--- src/rtl/mcmem_arb_pkg.sv ---
// Shared definitions for the mcmem two-port arbiter.
// Contents:
//    state_t   access FSM state encoding (IDLE, BUSY, DONE), 2 bits
//    PORT_CPU  port index of the multicycle CPU (port 0)
//    PORT_AUX  port index of the DMA / program loader (port 1)
package mcmem_arb_pkg;

    typedef enum logic [1:0] {
        IDLE = 2'd0,
        BUSY = 2'd1,
        DONE = 2'd2
    } state_t;

    localparam logic PORT_CPU = 1'b0;
    localparam logic PORT_AUX = 1'b1;

endpackage

--- src/rtl/rr_arb2.sv ---
// Two-requester arbiter: combinational winner selection plus the register
// remembering which port was granted last.
// Build option: MCMEM_ARB_FIXED_PRIO_EN
//    defined   - fixed priority, port 0 always wins a tie, no history kept
//    undefined - round robin, a tie goes to the port not granted last time
// Ports:
//    clk     in   system clock
//    clrn    in   asynchronous active-low reset
//    req0    in   request from port 0
//    req1    in   request from port 1
//    update  in   strobe: the current winner is being granted this cycle
//    winner  out  selected port index (only meaningful when a request is up)
module rr_arb2
    import mcmem_arb_pkg::*;
(
    input  logic clk,
    input  logic clrn,
    input  logic req0,
    input  logic req1,
    input  logic update,
    output logic winner
);

`ifdef MCMEM_ARB_FIXED_PRIO_EN

    logic unused_history;
    assign unused_history = &{1'b0, clk, clrn, update};

    assign winner = req0 ? PORT_CPU : PORT_AUX;

`else

    logic last_gnt;

    // Reset to port 1 so that port 0 wins the very first tie.
    always_ff @(posedge clk or negedge clrn) begin
        if (!clrn) begin
            last_gnt <= PORT_AUX;
        end else if (update) begin
            last_gnt <= winner;
        end
    end

    always_comb begin
        winner = PORT_CPU;
        if (req0 && req1) begin
            winner = ~last_gnt;
        end else if (req1) begin
            winner = PORT_AUX;
        end
    end

`endif

endmodule

--- src/rtl/mcmem_arbiter.sv ---
// Shares the single multicycle-computer memory between the CPU (port 0) and
// a second master (port 1). A granted request is registered, driven onto the
// memory for MEM_LAT cycles, and completed with a one-cycle ack. Every access
// takes MEM_LAT+2 cycles from request to ack, and a dead IDLE cycle always
// separates two grants.
// Build option: MCMEM_ARB_FIXED_PRIO_EN (see rr_arb2) selects fixed priority
// instead of round robin; timing is identical in both builds.
// Parameters: AW address width, DW data width, MEM_LAT memory latency (>=1).
// Ports:
//    clk, clrn                      clock, asynchronous active-low reset
//    p0_req/we/adr/wdata            port 0 request (held until p0_ack)
//    p0_ack, p0_rdata               port 0 completion pulse and read data
//    p1_*                           same for port 1
//    mem_adr, mem_tom, mem_wmem     memory address, write data, write enable
//    mem_fromm                      memory read data
//    busy                           an access is in progress
//    gnt_id                         port owning the current / last access
module mcmem_arbiter
    import mcmem_arb_pkg::*;
#(
    parameter int AW      = 32,
    parameter int DW      = 32,
    parameter int MEM_LAT = 1
) (
    input  logic          clk,
    input  logic          clrn,
    input  logic          p0_req,
    input  logic          p0_we,
    input  logic [AW-1:0] p0_adr,
    input  logic [DW-1:0] p0_wdata,
    output logic          p0_ack,
    output logic [DW-1:0] p0_rdata,
    input  logic          p1_req,
    input  logic          p1_we,
    input  logic [AW-1:0] p1_adr,
    input  logic [DW-1:0] p1_wdata,
    output logic          p1_ack,
    output logic [DW-1:0] p1_rdata,
    output logic [AW-1:0] mem_adr,
    output logic [DW-1:0] mem_tom,
    output logic          mem_wmem,
    input  logic [DW-1:0] mem_fromm,
    output logic          busy,
    output logic          gnt_id
);

    localparam int            CW       = (MEM_LAT > 1) ? $clog2(MEM_LAT) : 1;
    localparam logic [CW-1:0] LAT_LAST = CW'(MEM_LAT - 1);

    state_t        state;
    state_t        state_next;
    logic [CW-1:0] lat_cnt;
    logic          lat_we;
    logic [AW-1:0] lat_adr;
    logic [DW-1:0] lat_wdata;
    logic          winner;
    logic          grant;
    logic          last_busy;

    assign grant     = (state == IDLE) && (p0_req || p1_req);
    assign last_busy = (state == BUSY) && (lat_cnt == LAT_LAST);

    // The latched request feeds the memory directly; it only changes on a
    // grant, so the memory pins keep their last values outside BUSY.
    assign mem_adr = lat_adr;
    assign mem_tom = lat_wdata;

    rr_arb2 u_arb (
        .clk    (clk),
        .clrn   (clrn),
        .req0   (p0_req),
        .req1   (p1_req),
        .update (grant),
        .winner (winner)
    );

    always_ff @(posedge clk or negedge clrn) begin
        if (!clrn) begin
            state <= IDLE;
        end else begin
            state <= state_next;
        end
    end

    always_comb begin
        state_next = state;
        busy       = 1'b0;
        mem_wmem   = 1'b0;
        p0_ack     = 1'b0;
        p1_ack     = 1'b0;
        case (state)
            IDLE: begin
                if (grant) begin
                    state_next = BUSY;
                end
            end
            BUSY: begin
                busy     = 1'b1;
                mem_wmem = lat_we;
                if (last_busy) begin
                    state_next = DONE;
                end
            end
            DONE: begin
                busy       = 1'b1;
                p0_ack     = (gnt_id == PORT_CPU);
                p1_ack     = (gnt_id == PORT_AUX);
                state_next = IDLE;
            end
            default: begin
                state_next = IDLE;
            end
        endcase
    end

    always_ff @(posedge clk or negedge clrn) begin
        if (!clrn) begin
            lat_cnt <= '0;
        end else if (state == BUSY && !last_busy) begin
            lat_cnt <= lat_cnt + 1'b1;
        end else begin
            lat_cnt <= '0;
        end
    end

    always_ff @(posedge clk or negedge clrn) begin
        if (!clrn) begin
            lat_we    <= 1'b0;
            lat_adr   <= '0;
            lat_wdata <= '0;
            gnt_id    <= PORT_CPU;
        end else if (grant) begin
            lat_we    <= (winner == PORT_AUX) ? p1_we    : p0_we;
            lat_adr   <= (winner == PORT_AUX) ? p1_adr   : p0_adr;
            lat_wdata <= (winner == PORT_AUX) ? p1_wdata : p0_wdata;
            gnt_id    <= winner;
        end
    end

    // Read data is captured on the final BUSY cycle; writes leave both
    // ports' rdata untouched.
    always_ff @(posedge clk or negedge clrn) begin
        if (!clrn) begin
            p0_rdata <= '0;
            p1_rdata <= '0;
        end else if (last_busy && !lat_we) begin
            if (gnt_id == PORT_AUX) begin
                p1_rdata <= mem_fromm;
            end else begin
                p0_rdata <= mem_fromm;
            end
        end
    end

endmodule

--- config.mk ---
export PLATFORM = sky130hd
export DESIGN_NAME = mcmem_arbiter
export DESIGN_NICKNAME = d
export VERILOG_FILES = /design/src/rtl/mcmem_arb_pkg.sv /design/src/rtl/rr_arb2.sv /design/src/rtl/mcmem_arbiter.sv
export SDC_FILE = /design/constraint.sdc
export NUM_CORES = 1
export LEC_CHECK = 0
export BUFFER_PORTS_ARGS = -buffer_cell sky130_fd_sc_hd__buf_2
export CELL_PAD_IN_SITES_DETAIL_PLACEMENT = 1
export CELL_PAD_IN_SITES_GLOBAL_PLACEMENT = 1
export CORE_MARGIN = 5
export CORE_UTILIZATION = 30
export CTS_CLUSTER_DIAMETER = 60
export DETAILED_ROUTE_END_ITERATION = 10
export PLACE_DENSITY_LB_ADDON = 0.1
export SYNTH_ARGS = -nofsm -noshare
export SYNTH_HDL_FRONTEND = slang
export SYNTH_SLANG_ARGS = --single-unit
--- constraint.sdc ---
create_clock -name clk -period 1.5 [get_ports clk]
set_input_delay 0.3 -clock clk [delete_from_list [all_inputs] [get_ports clk]]
set_output_delay 0.3 -clock clk [all_outputs]
set_load 0.05 [all_outputs]
==> run_results.csv, run 1 <==
group,metric,value,unit
timing,rsz0062_at_grt,"yes",
power,peakVddDrop,1.13,mV
place,place_area,7700,sq um
critical_path,arrival,1.42,ns
critical_path,cp-end-kind,"output port",
drt,dr.first_iter.drc_count,146,
run,drv_cap,0,
clock_tree,htreeDepth,4,
clock_tree,clock_path_buffers,2,
timing,setup_viol,128,
drt,wl_per_cell,20.3,microns
clock_tree,root_buffer,"clkbuf_16",
global_route,track_usage,18.9,%
drt,drcViolationCount,0,
timing,period_share,115,%
floorplan,die_y,148,microns
drt,via_per_inst,4.88,
yosys,syn_area_per_cell,11.1,sq um
clock_tree,insertion_delay,0.42,ns
drt,drtAntennaViolNets,0,
critical_path,crit_type,"flip-flop to output port",
yosys,ys_warn_count,0,
yosys,yosys.area.top_type,"dfrtp_1",
yosys,yosys.area.top_type_share,57.8,%
global_route,antenna_found_initial,3,
place,place.gp.congestion,0.783,
power,p_total,25.8,mW
cells_and_area,area_growth,59.4,%
cells_and_area,final_area,9170,sq um
timing,fin_ws,-0.223,ns
yosys,ys.flop_type,"dfrtp_1",
yosys,netlist_top_cells_area,"dfrtp_1 (58%), a21oi_1 (11%), mux2_4 (7.8%)",
place,dp_hpwl,15000,microns
run_status,failed_checks,"setup timing",
yosys,yosysUniqueCellTypes,27,
timing,finalHoldViolations,0,
timing,fin_crit,1.72,ns
power,power.leakage,4.43,nW
floorplan,ios,299,
drt,wl,22200,microns
global_route,grt-ovfl-total,0,
timing,finClkSkew,0.0119,ns
critical_path,worstSetupStartpointType,"flip-flop",
yosys,syn-num-nets,688,
clock_tree,cts_tree,"yes",
timing,max_freq,581,MHz
power,p_per_area,2820,nW/um^2
yosys,synth.ff_latch_count,134,
critical_path,crit_required,1.20,ns
clock_tree,clkSlewWorstSetupHoldPaths,0.07,ns
drt,drtPass1Iterations,4,
yosys,syn_area,5750,sq um
floorplan,core,18800,sq um
floorplan,start_util,30.7,%
floorplan,die_area,22100,sq um
clock_tree,cts.sinks,134,
global_route,grt_pass1_vias,5841,
drt,vias,5339,
cells_and_area,nets,1017,
timing,slew_violations,0,
yosys,synthCells,518,
cells_and_area,diodes,0,
cells_and_area,layout-drive-gt1-share,60.0,%
critical_path,cp_max_fo,3,
clock_tree,cts_buffers,17,
place,portBuffers,298,
floorplan,dieWidth,148,microns
global_route,grt_first_pass_wirelength,32700,microns
run_status,status,"finished, violations left",
floorplan,row_count,50,
hold_path,worstHoldPathType,"primary input to flip-flop",
global_route,grt_max_degree,52,
yosys,ys_async_sr_fraction,100,%
yosys,synth_edf_count,0,
yosys,ys_seq_area_share,58.3,%
Yosys cell counts (3+ instances only):
cell,instances
a21oi_1,131
buf_2,16
buf_4,5
buf_6,7
clkbuf_1,7
dfrtp_1,133
ha_1,4
inv_1,3
mux2_2,33
mux2_4,30
nand2_1,67
nor2_1,65
critical path, stage by stage (launching register included):
cell,delay [ns]
dfrtp_1,0.40
inv_2,0.06
buf_4,0.14
ha_4,0.26
buf_8,0.14
routing by layer:
metal,global-route usage (%),wire length [microns]
met1,22.6,8920
met2,32.1,11200
met3,6.89,1670
met4,5.40,391
met5,0,33
report_power, final:
group | leakage (nW) | switching, mW | internal, mW | total [mW]
combinational | 2.58 | 10.4 | 4.94 | 15.3
clock | 0.278 | 1.84 | 2.24 | 4.08
sequential | 1.58 | 1.04 | 5.44 | 6.47
total | 4.43 | 13.2 | 12.6 | 25.8
per-stage QoR:
stage	hold WS, ns	std cells	worst slack [ns]	setup TNS (ns)	util, %
after floorplan	0.00441	518	-0.125	-4.89	-
after global placement	0.215	1039	-0.133	-7.44	41.0
after detailed placement	0.219	1039	-0.192	-10.35	41.0
after CTS	0.0824	1081	-0.233	-14.93	46.6
after global routing	0.0968	1094	-0.301	-30.52	48.9
final	0.114	1094	-0.223	-20.60	48.9
worst paths after layout:
| kind | start | end | slack (ns) | cells after the start |
|---|---|---|---|---|
| setup / recovery | state[0] | busy | -0.22 | 4 |
| hold / removal | p0_adr[3] | mem_adr[3] | 0.11 | 3 |
| setup reg to reg | state[1] | p1_rdata[28] | -0.22 | 5 |
| hold reg to reg | p0_rdata[5] | p0_rdata[5] | 0.50 | 1 |
| max in group asynchronous | clrn | p0_rdata[6] | 0.60 | 3 |
| min in group asynchronous | clrn | p0_rdata[29] | 0.33 | 2 |
cells in the final DEF (no fill, tap or decap), drive strengths merged:
| cell type | instances |
|---|---|
| buf | 336 |
| dfrtp | 133 |
| a21oi | 131 |
| nand2 | 67 |
| nor2 | 65 |
| mux2 | 65 |
| clkbuf | 26 |
| inv | 10 |
| clkinv | 5 |
| ha | 4 |
| clkinvlp | 2 |
| and2 | 2 |
| o21ai | 2 |
| nor2b | 1 |
| a21bo | 1 |
| a21boi | 1 |
| o21a | 1 |
| nor4b | 1 |
| and4bb | 1 |
| o31ai | 1 |
| a22o | 1 |
| a31oi | 1 |
| dlygate4sd3 | 1 |
| conb | 1 |
| dfstp | 1 |
area by class of cell:
class                   instances  area [sq um]
fillers                      2091          9600
flip-flops and latches        134          3360
well taps                     234           293
inverters                       3          11.3
multi-input cells             346          2550
clock buffers                  18           439
repair buffers                345          2380
clock inverters                14           138
repair_timing:
| action | CTS | global route |
|---|---|---|
| setup endpoints to repair | 116 | 135 |
| pin swaps | 51 | 20 |
| setup buffers | 5 | 5 |
| hold buffers | 1 | 0 |
| hold endpoints to repair | 26 | 0 |
| gates cloned | 5 | 9 |
| resized for setup | 69 | 41 |
logic make-up after synthesis:
kind of cell	Yosys count	synth area share, %
flops	134	58.3
simple gates	137	9.57
fa+ha+maj	4	0.870
buf+inv	38	4.07
compound gates	139	12.5
other cells	1	0.0652
mux	65	14.7
state kept, by name, summed over array words and instances (netlist names), 2 cells and up:
name,count
mem_adr,32
p0_rdata,32
state,2
p1_rdata,32
mem_tom,32
No activity file was read; power rests on OpenSTA's default activity.
==> run 2, diff against run 1 <==
- SKIP_CTS_REPAIR_TIMING: default -> 1
==> run 2 against run 1 <==
  * The run still ends with setup timing left
  * Flip-flop and latch count did not move
  * Die area unchanged
  * Clock skew shrank 0.0026 ns
  * Cell count fell by 0.37%
  * Fmax shrank 0.77%
  * Core utilization increased by 0.51 points
  * Setup slack worse by 0.013 ns
  * Routed wire length shrank 1.2%
  * Critical path depth unchanged
  * First-iteration DRC count grew 0.68%
  * Design area increased by 1.1%
  * Critical endpoint is now mem_wmem
==> run_results.csv, run 2 (synthesis results as in run 1) <==
group,metric,value,unit
place,place.gp.congestion,0.783,
drt,wl_per_cell,20.1,microns
timing,finClkSkew,0.00938,ns
run,drv_cap,0,
timing,period_share,116,%
drt,wl,21900,microns
timing,rsz0062_at_grt,"yes",
clock_tree,root_buffer,"clkbuf_16",
floorplan,start_util,30.7,%
cells_and_area,nets,1013,
critical_path,arrival,1.44,ns
cells_and_area,final_common_cell,"buf_2",
clock_tree,cts_tree,"yes",
cells_and_area,layout-drive-gt1-share,62.9,%
cells_and_area,n_fill_cell,2081,
global_route,grt_first_pass_wirelength,31300,microns
power,p_int,12.6,mW
global_route,top_usage_layer,"met2",
floorplan,die_area,22100,sq um
global_route,grt_max_degree,52,
cells_and_area,area_growth,61.1,%
global_route,grt-ovfl-total,0,
power,power.share.combinational,59.3,%
floorplan,row_count,50,
power,p_switching,13.3,mW
global_route,antenna_found_initial,3,
floorplan,ios,299,
power,switching_share,51.4,%
cells_and_area,diodes,0,
global_route,track_usage,18.0,%
drt,dr.first_iter.drc_count,147,
power,p_seq_share,24.9,%
power,p_per_area,2800,nW/um^2
timing,setup_viol,119,
clock_tree,insertion_delay,0.42,ns
place,portBuffers,298,
timing,max_freq,576,MHz
floorplan,die_y,148,microns
floorplan,core,18800,sq um
power,p_total,25.9,mW
drt,drtAntennaViolNets,0,
drt,drcViolationCount,0,
clock_tree,htreeDepth,4,
critical_path,worstSetupStartpointType,"flip-flop",
critical_path,crit_required,1.20,ns
run_status,status,"finished, violations left",
floorplan,dieWidth,148,microns
global_route,grtUsageMet3,7.22,%
place,dp_hpwl,15000,microns
clock_tree,cts.sinks,134,
global_route,grt_pass1_vias,5736,
cells_and_area,final_cell_mix,"buf_2 (292), dfrtp_1 (132), nand2_1 (66)",
timing,finalHoldViolations,0,
global_route,grtUsageMet1,21.0,%
clock_tree,cts_buffers,17,
drt,via_per_inst,4.87,
critical_path,cp_max_fo,4,
drt,drtPass1Iterations,4,
clock_tree,clock_path_buffers,2,
timing,fin_ws,-0.236,ns
clock_tree,clkSlewWorstSetupHoldPaths,0.07,ns
timing,timing.hold.ws,0.104,ns
hold_path,worstHoldPathType,"primary input to flip-flop",
power,power.leakage,4.41,nW
drt,vias,5306,
power,clock_power_share,15.8,%
global_route,grt_util_met2,30.3,%
critical_path,crit_type,"flip-flop to output port",
power,peakVddDrop,1.21,mV
run_status,failed_checks,"setup timing",
timing,slew_violations,0,
timing,fin_crit,1.74,ns
critical_path,cp-end-kind,"output port",
run 2: metrics by stage:
| step | utilization, % | setup slack, ns | TNS [ns] | std cells | instance area, sq um |
|---|---|---|---|---|---|
| 6_report | 49.4 | -0.236 | -11.39 | 1090 | 9270 |
| 3_3_place_gp | 41.0 | -0.133 | -7.44 | 1039 | 7700 |
| 4_1_cts | 44.1 | -0.393 | -13.45 | 1071 | 8280 |
| 5_1_grt | 49.4 | -0.297 | -19.87 | 1090 | 9270 |
| 3_5_place_dp | 41.0 | -0.192 | -10.35 | 1039 | 7700 |
| 2_1_floorplan | - | -0.125 | -4.89 | 518 | 5770 |
run 2: worst paths after layout:
kind / end / cells past startpoint / from / slack, ns
max in group asynchronous: p0_rdata[6] / 3 / clrn / 0.59
min in group asynchronous: p0_rdata[29] / 2 / clrn / 0.33
setup reg to reg: p0_rdata[13] / 6 / state[0] / -0.19
setup / recovery: mem_wmem / 4 / state[0] / -0.24
hold / removal: mem_adr[3] / 3 / p0_adr[3] / 0.10
hold reg to reg: p0_rdata[5] / 1 / p0_rdata[5] / 0.50
run 2: area by class of cell:
| cell class | instances | area [sq um] | area share, % |
|---|---|---|---|
| sequential | 134 | 3360 | 36.2 |
| multi-input combinational | 346 | 2750 | 29.7 |
| timing repair buffer | 341 | 2280 | 24.6 |
| clock buffer | 18 | 439 | 4.74 |
| tap | 234 | 293 | 3.16 |
| clock inverter | 14 | 138 | 1.48 |
| inverter | 3 | 11.3 | 0.121 |
run 2: per-layer routing:
layer | routed length (microns) | part of all wire, %
met3 | 1790 | 8.1
met5 | 33 | 0.15
met1 | 8640 | 39
met2 | 10900 | 50
met4 | 561 | 2.6
run 2: power by group through the flow:
stage,Sequential [mW],Combinational (mW),Clock [mW]
after detailed placement,6.49,13.4,0
after global routing,6.69,16.2,4.36
final,6.47,15.4,4.10
after CTS,6.47,13.5,4.22
after global placement,6.43,13.2,0
after floorplan,12.5,3.52,0
run 2: worst max-delay path, stage by stage, from the launching register on:
cell	delay (ns)
dfrtp_1	0.41
buf_4	0.16
ha_4	0.16
and2_1	0.14
buf_6	0.15
==> run 3, diff against run 2 <==
- BUFFER_PORTS_ARGS: -buffer_cell sky130_fd_sc_hd__buf_2 -> default
- CORE_UTILIZATION: 30 -> 35
- DONT_BUFFER_PORTS: default -> 1
- PLACE_DENSITY: default -> 0.61
- PLACE_DENSITY_LB_ADDON: 0.1 -> default
==> run 3 against run 2 <==
  * The flow finishes with violations (hold timing, setup timing)
  * Register-to-register slack better by 0.02 ns
  * Global-route usage about the same
  * Critical path type unchanged
  * Largest cell class unchanged
  * Cell count down 28%
  * Clock power up 15%
  * Sequential share of layout area up 9.0 points
==> run_results.csv, run 3 (synthesis results as in run 1) <==
group,metric,value,unit
run,drv_cap,0,
critical_path,crit_type,"flip-flop to output port",
hold_path,worstHoldPathType,"primary input to asynchronous set/reset pin",
timing,max_freq,577,MHz
run_status,status,"finished, violations left",
critical_path,worstSetupStartpointType,"flip-flop",
power,p_per_area,3150,nW/um^2
timing,finalHoldViolations,134,
drt,vias,4221,
critical_path,arrival,1.43,ns
place,dpl.cell_count,722,
cells_and_area,layout-drive-gt1-share,25.5,%
clock_tree,insertion_delay,0.42,ns
floorplan,die_area,19100,sq um
timing,slew_violations,0,
place,place.gp.congestion,0.787,
cells_and_area,fin_cells,784,
critical_path,cp_max_fo,3,
timing,period_share,115,%
power,power.leakage,3.28,nW
floorplan,die_y,138,microns
clock_tree,clkSlewWorstSetupHoldPaths,0.06,ns
timing,finClkSkew,0.0141,ns
drt,via_per_inst,5.38,
timing,rsz0062_at_grt,"yes",
floorplan,start_util,36.0,%
global_route,grt-ovfl-total,0,
cells_and_area,final_cell_mix,"a21oi_1 (131), dfrtp_1 (131), nand2_1 (67)",
clock_tree,cts_tree,"yes",
cells_and_area,area_growth,29.1,%
drt,wl_per_cell,25.6,microns
drt,dr.first_iter.drc_count,178,
clock_tree,cts.sinks,134,
timing,worstMarginPinSlew,0.553,ns
floorplan,row_count,46,
run_status,failed_checks,"hold timing, setup timing",
cells_and_area,diodes,0,
drt,drtPass1Iterations,4,
global_route,antenna_found_initial,0,
critical_path,cp-end-kind,"output port",
cells_and_area,nets,726,
cells_and_area,n_fill_cell,1708,
clock_tree,clock_path_buffers,2,
timing,setup_viol,69,
critical_path,cp_cell_sequence,"inv_2, buf_6, ha_4, nor2b_4, buf_8",
critical_path,crit_required,1.20,ns
timing,fin_ws,-0.232,ns
timing,fin_crit,1.73,ns
drt,wl,20000,microns
global_route,grt_pass1_vias,4584,
floorplan,core,16000,sq um
timing,timing.hold.ws,-0.425,ns
drt,drtAntennaViolNets,0,
place,dp_hpwl,12400,microns
clock_tree,cts_buffers,17,
global_route,grt_first_pass_wirelength,27100,microns
critical_path,worst_path_largest_cell_delay,0.43,ns
drt,drcViolationCount,0,
floorplan,dieWidth,138,microns
global_route,grt_max_degree,135,
floorplan,ios,299,
place,portBuffers,0,
power,peakVddDrop,1.01,mV
global_route,track_usage,18.0,%
clock_tree,root_buffer,"clkbuf_16",
clock_tree,htreeDepth,4,
timing,slew_headroom,63.1,%
critical_path,slowest_stage,"dfrtp_2",
-- run 3: power breakdown --
part	internal (mW)	switching, mW
clock	3.09	1.62
sequential	5.31	7.78
combinational	2.96	2.65
total	11.4	12.0
-- run 3: stage by stage --
step | setup TNS [ns] | instance area (sq um) | util, % | setup WS (ns) | total power, mW
after CTS | -15.13 | 6820 | 42.6 | -0.353 | 22.7
after detailed placement | -12.56 | 6160 | 38.5 | -0.175 | 18.0
final | -8.93 | 7430 | 46.4 | -0.232 | 23.4
after global placement | -7.96 | 6160 | 38.5 | -0.159 | 17.7
after floorplan | -4.89 | 5770 | - | -0.125 | 16.0
after global routing | -18.53 | 7430 | 46.4 | -0.290 | 24.4
-- run 3: layout make-up --
cell class	instances	area (sq um)	share of cell area, %
flip-flops and latches	134	3360	45.2
multi-input cells	346	2360	31.8
repair buffers	54	766	10.3
clock buffers	21	470	6.33
well taps	216	270	3.64
clock inverters	10	191	2.58
inverters	3	11.3	0.152
-- run 3: critical path: cells and delay by family, from the launching register on --
kind                     cells  cell delay (ns)
flip-flops                   1             0.43
buffers and inverters        3             0.33
adder cells (fa/ha/maj)      1             0.12
AND/OR/NAND/NOR              1             0.14
-- run 3: layer usage --
layer	track usage, %	up-vias	routed length, microns
met5	0	-	0
met4	6.60	0	485
met3	9.28	32	1890
met2	30.0	221	10500
met1	19.8	2142	7210
li1	-	1826	-
-- run 3: worst paths after layout --
kind                                start        endpoint  slack [ns]  cells after the start
min                                  clrn    p1_rdata[21]       -0.43                      0
min in group clk               p0_adr[13]     mem_adr[13]        0.01                      2
max reg2reg                      state[1]    p1_rdata[11]       -0.17                      5
max                              state[0]          p0_ack       -0.23                      5
min reg2reg                u_arb.last_gnt  u_arb.last_gnt        0.58                      2
max in group asynchronous            clrn  u_arb.last_gnt        1.61                      0
